`config.mk`:
```
export PLATFORM = sky130hd
export DESIGN_NAME = pipelined_addsub
export DESIGN_NICKNAME = d
export VERILOG_FILES = /design/src/rtl/addsub_pkg.sv /design/src/rtl/adder_segment.sv /design/src/rtl/pipelined_addsub.sv
export SDC_FILE = /design/constraint.sdc
export NUM_CORES = 1
export LEC_CHECK = 0
export CELL_PAD_IN_SITES_DETAIL_PLACEMENT = 2
export CELL_PAD_IN_SITES_GLOBAL_PLACEMENT = 2
export CORE_AREA = 2 2 71 73
export DETAILED_ROUTE_END_ITERATION = 7
export DIE_AREA = 0 0 73 75
export MAX_ROUTING_LAYER = met4
export PLACE_DENSITY_LB_ADDON = 0.15
export SLEW_MARGIN = 0
export SYNTH_ARGS = -nofsm -noshare
export SYNTH_HDL_FRONTEND = slang
export SYNTH_SLANG_ARGS = --single-unit
```
`constraint.sdc`:
```
create_clock -name clk -period 2.9 [get_ports clk]
set_input_delay 0.58 -clock clk [delete_from_list [all_inputs] [get_ports clk]]
set_output_delay 0.58 -clock clk [all_outputs]
set_load 0.05 [all_outputs]
```
`src/rtl/addsub_pkg.sv`:
```
// ---------------------------------------------------------------------------
// addsub_pkg
//   Shared definitions for the pipelined add/subtract unit.
//   - OP_* : two-bit operation encoding on the op port.
//   - op_inverts_b()  : 1 when operand B is bit-inverted (subtract modes).
//   - carry_in_sel()  : carry injected into segment 0 for a given op/cin.
// ---------------------------------------------------------------------------
package addsub_pkg;

    localparam logic [1:0] OP_ADD = 2'b00;
    localparam logic [1:0] OP_SUB = 2'b01;
    localparam logic [1:0] OP_ADC = 2'b10;
    localparam logic [1:0] OP_SBB = 2'b11;

    function automatic logic op_inverts_b(input logic [1:0] op);
        return (op == OP_SUB) || (op == OP_SBB);
    endfunction

    // A - B = A + ~B + 1, and A - B - cin = A + ~B + ~cin.
    function automatic logic carry_in_sel(input logic [1:0] op, input logic cin);
        logic c;
        case (op)
            OP_ADD:  c = 1'b0;
            OP_SUB:  c = 1'b1;
            OP_ADC:  c = cin;
            default: c = ~cin;
        endcase
        return c;
    endfunction

endpackage

```
`src/rtl/adder_segment.sv`:
```
// ---------------------------------------------------------------------------
// adder_segment
//   Combinational SEG_W-bit ripple slice used by each pipeline stage.
//   Ports:
//     a_i, b_i  in  SEG_W  segment operands (B already conditioned)
//     cin_i     in  1      carry into bit 0 of the segment
//     s_o       out SEG_W  segment sum
//     cout_o    out 1      carry out of the segment MSB
//     c_msb_o   out 1      carry into the segment MSB
//     zero_o    out 1      s_o == 0
// ---------------------------------------------------------------------------
module adder_segment #(
    parameter int SEG_W = 4
) (
    input  logic [SEG_W-1:0] a_i,
    input  logic [SEG_W-1:0] b_i,
    input  logic             cin_i,
    output logic [SEG_W-1:0] s_o,
    output logic             cout_o,
    output logic             c_msb_o,
    output logic             zero_o
);

    logic [SEG_W:0] full;

    assign full    = {1'b0, a_i} + {1'b0, b_i} + {{SEG_W{1'b0}}, cin_i};
    assign s_o     = full[SEG_W-1:0];
    assign cout_o  = full[SEG_W];
    // Sum bit = a ^ b ^ carry_in, so the carry into the MSB falls out directly.
    assign c_msb_o = a_i[SEG_W-1] ^ b_i[SEG_W-1] ^ s_o[SEG_W-1];
    assign zero_o  = (s_o == '0);

endmodule

```
`src/rtl/pipelined_addsub.sv`:
```
// ---------------------------------------------------------------------------
// pipelined_addsub
//   Pipelined ADD/SUB/ADC/SBB unit. The carry chain is cut into SEG_W-bit
//   segments, one per stage; STAGES = WIDTH/SEG_W register stages.
//   Ports:
//     clk, rst             clock (rising edge), async active-high reset
//     in_valid/in_ready    operand beat handshake
//     a, b, cin, op        operands, carry/borrow-in, op (00 ADD 01 SUB 10 ADC 11 SBB)
//     out_valid/out_ready  result beat handshake
//     sum, cout, ovf, zero, neg  registered result and flags
//
//   Handshake: a beat transfers on a rising edge where valid & ready are both
//   high. The whole pipe moves as one (advance = ~out_valid | out_ready);
//   in_ready equals advance, so nothing is captured while the output stalls,
//   and the output register holds its beat until it is taken.
// ---------------------------------------------------------------------------
module pipelined_addsub
    import addsub_pkg::*;
#(
    parameter int WIDTH = 8,
    parameter int SEG_W = 4
) (
    input  logic             clk,
    input  logic             rst,
    input  logic             in_valid,
    output logic             in_ready,
    input  logic [WIDTH-1:0] a,
    input  logic [WIDTH-1:0] b,
    input  logic             cin,
    input  logic [1:0]       op,
    output logic             out_valid,
    input  logic             out_ready,
    output logic [WIDTH-1:0] sum,
    output logic             cout,
    output logic             ovf,
    output logic             zero,
    output logic             neg
);

    localparam int STAGES = WIDTH / SEG_W;

    if ((WIDTH % SEG_W) != 0 || STAGES < 1) begin : g_bad_cfg
        $error("pipelined_addsub: WIDTH must be a positive multiple of SEG_W");
    end

    logic             advance;
    logic [WIDTH-1:0] b_prep;
    logic             c_prep;

    assign b_prep   = op_inverts_b(op) ? ~b : b;
    assign c_prep   = carry_in_sel(op, cin);
    assign in_ready = advance;

    // Stage k sums segment k. Operand bits not yet summed travel forward
    // right-aligned; the result grows by one segment per stage.
    for (genvar k = 0; k < STAGES; k++) begin : g_stage
        localparam int IN_W  = WIDTH - k * SEG_W;
        localparam int RES_W = (k + 1) * SEG_W;

        logic [IN_W-1:0]  op_a;
        logic [IN_W-1:0]  op_b;
        logic             carry_in;
        logic             zero_in;
        logic             valid_in;
        logic [SEG_W-1:0] seg_s;
        logic             seg_cout;
        logic             seg_cmsb;
        logic             seg_zero;
        logic [RES_W-1:0] s_d;
        logic [RES_W-1:0] s_q;
        logic             c_q;
        logic             z_d;
        logic             z_q;
        logic             v_q;

        if (k == 0) begin : g_head
            assign op_a     = a;
            assign op_b     = b_prep;
            assign carry_in = c_prep;
            assign zero_in  = 1'b1;
            assign valid_in = in_valid;
            assign s_d      = seg_s;
        end else begin : g_body
            assign op_a     = g_stage[k-1].g_fwd.a_q;
            assign op_b     = g_stage[k-1].g_fwd.b_q;
            assign carry_in = g_stage[k-1].c_q;
            assign zero_in  = g_stage[k-1].z_q;
            assign valid_in = g_stage[k-1].v_q;
            assign s_d      = {seg_s, g_stage[k-1].s_q};
        end

        adder_segment #(.SEG_W(SEG_W)) u_seg (
            .a_i     (op_a[SEG_W-1:0]),
            .b_i     (op_b[SEG_W-1:0]),
            .cin_i   (carry_in),
            .s_o     (seg_s),
            .cout_o  (seg_cout),
            .c_msb_o (seg_cmsb),
            .zero_o  (seg_zero)
        );

        assign z_d = zero_in & seg_zero;

        // Bubbles shift with the rest of the stage; only the valid bit says
        // whether the contents mean anything.
        always_ff @(posedge clk or posedge rst) begin
            if (rst) begin
                v_q <= 1'b0;
                s_q <= '0;
                c_q <= 1'b0;
                z_q <= 1'b0;
            end else if (advance) begin
                v_q <= valid_in;
                s_q <= s_d;
                c_q <= seg_cout;
                z_q <= z_d;
            end
        end

        if (k < STAGES - 1) begin : g_fwd
            logic [IN_W-SEG_W-1:0] a_q;
            logic [IN_W-SEG_W-1:0] b_q;
            logic                  unused_cmsb;

            // Only the top segment's MSB carry matters for signed overflow.
            assign unused_cmsb = seg_cmsb;

            always_ff @(posedge clk or posedge rst) begin
                if (rst) begin
                    a_q <= '0;
                    b_q <= '0;
                end else if (advance) begin
                    a_q <= op_a[IN_W-1:SEG_W];
                    b_q <= op_b[IN_W-1:SEG_W];
                end
            end
        end else begin : g_out
            logic ovf_d;
            logic ovf_q;

            assign ovf_d = seg_cmsb ^ seg_cout;

            always_ff @(posedge clk or posedge rst) begin
                if (rst) begin
                    ovf_q <= 1'b0;
                end else if (advance) begin
                    ovf_q <= ovf_d;
                end
            end
        end
    end

    assign advance   = ~g_stage[STAGES-1].v_q | out_ready;
    assign out_valid = g_stage[STAGES-1].v_q;
    assign sum       = g_stage[STAGES-1].s_q;
    assign cout      = g_stage[STAGES-1].c_q;
    assign zero      = g_stage[STAGES-1].z_q;
    assign ovf       = g_stage[STAGES-1].g_out.ovf_q;
    assign neg       = sum[WIDTH-1];

endmodule
```
Word-level counts from Yosys, hierarchy flattened
Cells that the tools add are included.
{"block": "op_classes", "add_sub_neg": 4, "multipliers": 0, "n_div": 0, "order_cmp": 0, "n_eq_ne": 3, "shifts": 0, "n_mux": 2, "n_bitwise": 8, "n_reduce_logical": 4}
{"op": "$add 4x4->5", "count": 2}
{"op": "$add 5x1->5", "count": 2}
{"op": "$logic_not 4->1", "count": 2}
{"op": "$mux 8", "count": 1}
{"op": "$not 8->8", "count": 1}
{"op": "$eq 2x2->1 const B", "count": 2}
{"op": "$pmux 1 s3", "count": 1}
{"op": "$xor 1x1->1", "count": 3}
{"op": "$eq 2x1->1 const B", "count": 1}
{"op": "$logic_not 2->1", "count": 1}
{"op": "$not 1->1", "count": 2}
{"op": "$and 1x1->1", "count": 1}
{"op": "$logic_or 1x1->1", "count": 1}
{"op": "$or 1x1->1", "count": 1}
{"block": "totals", "register_bits": 27, "latchBits": 0, "mem_bits_rw": 0, "rom_bits": 0, "in_bits": 23, "output_inout_bits": 14, "elab_cells": 32, "mem_count": 0}

Longest topological paths before layout
{"block": "depth", "depth_word": 6, "depth_mapped": 8, "ltp_nobuf": 8}

By module
Synthesis repeated with hierarchy kept, for this count alone.
{"block": "hier_totals", "hier_cells": 116, "area_unflattened_um2": 1575.3}
{"module": "pipelined_addsub", "n_inst": 1, "cells_each": 74, "area_per_inst_um2": 1217.4, "seq_area_each_um2": 675.6}
{"module": "adder_segment", "n_inst": 2, "cells_each": 21, "area_per_inst_um2": 178.9, "seq_area_each_um2": 0.0}

Worst setup path before layout
No wires, ideal clock.
{"block": "synth_path", "path_type": "input to register", "start": "in op[0]", "end": "reg g_stage[0].z_q", "setup_ps": 69, "arrival_ps": 2720, "required_ps": 2831, "setup_slack_ps": 111, "stages": 8, "path_buffers": 1, "path_cell_list": "buf_2 xnor2_1 fa_1 fa_1 nand2_1 or4_1 or3_1 nand3_1"}
{"block": "synth_between", "elab_chain_len": 6, "elab_cells_between_ends": 10, "classes_between": "2 x add/sub; 3 x eq/ne; 2 x mux; 3 x reduce/logical"}
{"item": "start, declared", "line": "pipelined_addsub.sv:30", "source": "input logic [1:0] op,"}
{"item": "$eq 2x1->1 / $eq 2x2->1 (equally long branches)", "line": "addsub_pkg.sv:16, addsub_pkg.sv:22"}
{"item": "$logic_or 1x1->1", "line": "addsub_pkg.sv:16", "source": "return (op == OP_SUB) || (op == OP_SBB);"}
{"item": "$mux 8", "line": "pipelined_addsub.sv:50", "source": "assign b_prep = op_inverts_b(op) ? ~b : b;"}
{"item": "$add 4x4->5", "line": "adder_segment.sv:26", "source": "assign full = {1'b0, a_i} + {1'b0, b_i} + {{SEG_W{1'b0}}, cin_i};"}
{"item": "$add 5x1->5 (*)", "line": "adder_segment.sv:26"}
{"item": "$logic_not 4->1 (*)", "line": "adder_segment.sv:31", "source": "assign zero_o = (s_o == '0);"}
{"item": "end signal, assigned", "line": "pipelined_addsub.sv:116", "source": "z_q <= z_d;"}
{"item": "end, declared", "line": "pipelined_addsub.sv:73", "source": "logic z_q;"}
Every way passes the cells marked *; elsewhere a longest branch is shown, timed or not.
A chain may end at the register's enable or synchronous reset.

Final worst setup path
{"block": "layout_path", "start": "in a[0]", "end": "reg g_stage[0].z_q"}
{"block": "layout_between", "elab_chain_len": 3}
{"item": "start, declared", "line": "pipelined_addsub.sv:27", "source": "input logic [WIDTH-1:0] a,"}
{"item": "$add 4x4->5", "line": "adder_segment.sv:26"}
{"item": "$add 5x1->5", "line": "adder_segment.sv:26"}
{"item": "$logic_not 4->1", "line": "adder_segment.sv:31"}
No other way between the ends.

==> flow_summary.json <==
{
  "outcome": "completed",
  "maxSlewHeadroom": 0.647,
  "n_antenna_cell": 0,
  "grt_max_degree": 28,
  "synth_top_area_cell": "sky130_fd_sc_hd__dfrtp_1",
  "maxCapViolCount": 0,
  "post_synth_instance_area_um2": 1400,
  "cts.sinks": 27,
  "met2_routed_wl_um": 2190,
  "wl_per_cell_um": 15.5,
  "wire_length_of_the_first_global_routing_pass_um": 6070,
  "fp.dieH_um": 75,
  "drive_above_1_share": 0.121,
  "viasPerCell": 4.75,
  "yosys.cell_types.count": 28,
  "holdBufCountCts": 0,
  "design.final.nets": 224,
  "highest_metal_layer_used_by_the_detailed_router": "met4",
  "core_area_um2": 4660,
  "clock_transition_at_path_regs_ns": 0.10,
  "layout_commonest_cell": "sky130_fd_sc_hd__nand2_1",
  "firstDrtPassIters": 2,
  "io_buffer_count": 36,
  "syn_nets": 182,
  "initial_utilization": 0.300,
  "criticalPathCategory": "input port to register",
  "data_arrival_time_of_the_critical_path_ns": 3.04,
  "final_hold_slack_ns": 0.478,
  "critical_path.max_fanout": 2,
  "post_synth_main_area_contributors": "sky130_fd_sc_hd__dfrtp_1 (48%), sky130_fd_sc_hd__nand2_1 (11%), sky130_fd_sc_hd__fa_1 (5.7%)",
  "final.setup_skew_ns": 0.00321,
  "synth-warning-count": 0,
  "tritoncts.num_buffers": 3,
  "layout_common_cells": "sky130_fd_sc_hd__nand2_1 (41), sky130_fd_sc_hd__clkdlybuf4s50_1 (31), sky130_fd_sc_hd__dfrtp_1 (27)",
  "post-synth-top-area-fraction": 0.483,
  "insertion_delay_ns": 0.28,
  "grt-ovfl-total": 0,
  "core.rowCount": 25,
  "setup_viol_count_final": 0,
  "routed_wl_um": 3790,
  "place_congestion": 0.756,
  "antenna_found_initial": 0,
  "drtIter0Drc": 53,
  "finalPower_mw": 1.50,
  "utilization": 0.415,
  "tritoncts_clock_tree": "yes",
  "fmaxAchievable_mhz": 354,
  "cts_buffer_depth": 2,
  "timing.critical_path.required_ns": 3.12,
  "die_area_um2": 5480,
  "cp-end-kind": "register",
  "total_leakage_power_nw": 0.913,
  "antenna_violating_nets_post_route": 0,
  "critPathLaunchType": "input port",
  "htree_num_levels": 1,
  "residual_drc": 0,
  "rrSetupSlack_ns": 1.04,
  "syn_avg_cell_area_um2": 9.38,
  "root_buffer": "sky130_fd_sc_hd__clkbuf_8",
  "irDropWorstVdd_mv": 0.286,
  "routedLengthMet1_um": 1460,
  "post-route-min-period_ns": 2.82,
  "fp.dieW_um": 73,
  "postSynthRegisterBits": 27,
  "yosysSeqAreaShare": 0.483,
  "first_global_vias": 1320,
  "place.detailed.hpwl_um": 2890,
  "tightestPinTransition_ns": 0.528,
  "synth_cells": 149,
  "hold_path_class": "register to register",
  "layout_worst_path_cycle_share": 0.973,
  "dr_total_vias": 1159,
  "pin_count": 37,
  "max_transition_viols_final": 0,
  "flow.area_growth_from_synthesis_pct": 38.4,
  "pwr_density_cell_nw_per_um2": 775,
  "hold_violations": 0,
  "totalNegativeSetupSlack_ns": 0,
  "routed-wl-met3_um": 91,
  "globalRouteTotalUtil": 0.150
}
worst max-delay path, cell delays in order:
cell and delay [ns]:
sky130_fd_sc_hd__clkdlybuf4s50_1 0.45, sky130_fd_sc_hd__inv_1 0.05, sky130_fd_sc_hd__fa_2 0.37, sky130_fd_sc_hd__fa_1 0.60, sky130_fd_sc_hd__nand2_1 0.08, sky130_fd_sc_hd__or4_1 0.46, sky130_fd_sc_hd__or3_4 0.38, sky130_fd_sc_hd__nand3_2 0.08
Yosys cell counts (all sizes together):
cell type and n:
a21o 1, a21oi 6, buf 5, clkbuf 2
dfrtp 27, fa 4, ha 6, inv 8
mux2 1, nand2 42, nand2b 2, nand3 1
nand4b 1, nor2 11, nor2b 3, nor3 1
o2111ai 1, o21a 2, o21ai 8, o31ai 2
or3 1, or4 1, xnor2 6, xor2 7
timing repair:
action / in CTS / in global routing
setup buffers: 0 / 1
setup endpoints to repair: 1 / 1
pin swaps: 0 / 6
gates resized for setup: 2 / 10
hold endpoints to repair: 0 / 0
sequential cells by signal (all words and copies together), names as in the netlist:
| register | count |
|---|---|
| out_valid | 1 |
| g_stage.v_q | 1 |
| g_stage.z_q | 1 |
| g_stage.g_fwd.b_q | 4 |
| g_stage.s_q | 4 |
| g_stage.g_fwd.a_q | 4 |
| g_stage.c_q | 1 |
| ovf | 1 |
| zero | 1 |
| sum | 8 |
| cout | 1 |
final cells by class:
class                           count  area [um2]
Sequential cell                    27         676
Fill cell                         511        2730
Inverter                            8        30.0
Clock buffer                        3        41.3
Timing Repair Buffer               44         420
Clock inverter                      1        7.51
Multi-Input combinational cell    107         692
Tap cell                           54        67.6
logic make-up (layout without fill, tap and decap cells):
group,count (synthesis),after routing,synth area share
simple gates,63,63,0.188
mux,1,1,0.00806
fa+ha+maj,10,10,0.111
buf+inv,15,56,0.0448
xor+xnor,13,13,0.0815
flops,27,27,0.483
compound gates,20,20,0.0833
path summary, 6_finish.rpt:
kind,from,endpoint,cells after the start
max in group asynchronous,rst,g_stage[0].s_q[3],3
max reg2reg,g_stage[0].g_fwd.a_q[0],ovf,7
min reg2reg,sum[3],sum[3],2
max,a[0],g_stage[0].z_q,8
min in group asynchronous,rst,sum[5],3
min,sum[3],sum[3],2
power breakdown:
part           switching (mW)  internal [mW]
sequential             0.0574          0.475
clock                   0.127         0.0977
combinational           0.464          0.278
total                   0.649          0.850
metrics by stage:
step / setup slack [ns] / instances / area [um2]
finish: 0.0789 / 244 / 1930
global route: -0.00101 / 244 / 1930
floorplan: 0.111 / 149 / 1400
detailed placement: -0.353 / 239 / 1850
CTS: 0.0516 / 243 / 1900
global placement: -0.259 / 239 / 1850
per-layer routing:
metal,vias up,track usage
met2,24,0.294
met3,4,0.00803
met5,-,-
met4,0,0.0494
li1,553,-
met1,578,0.160
No activity file was read; power rests on OpenSTA's default activity.
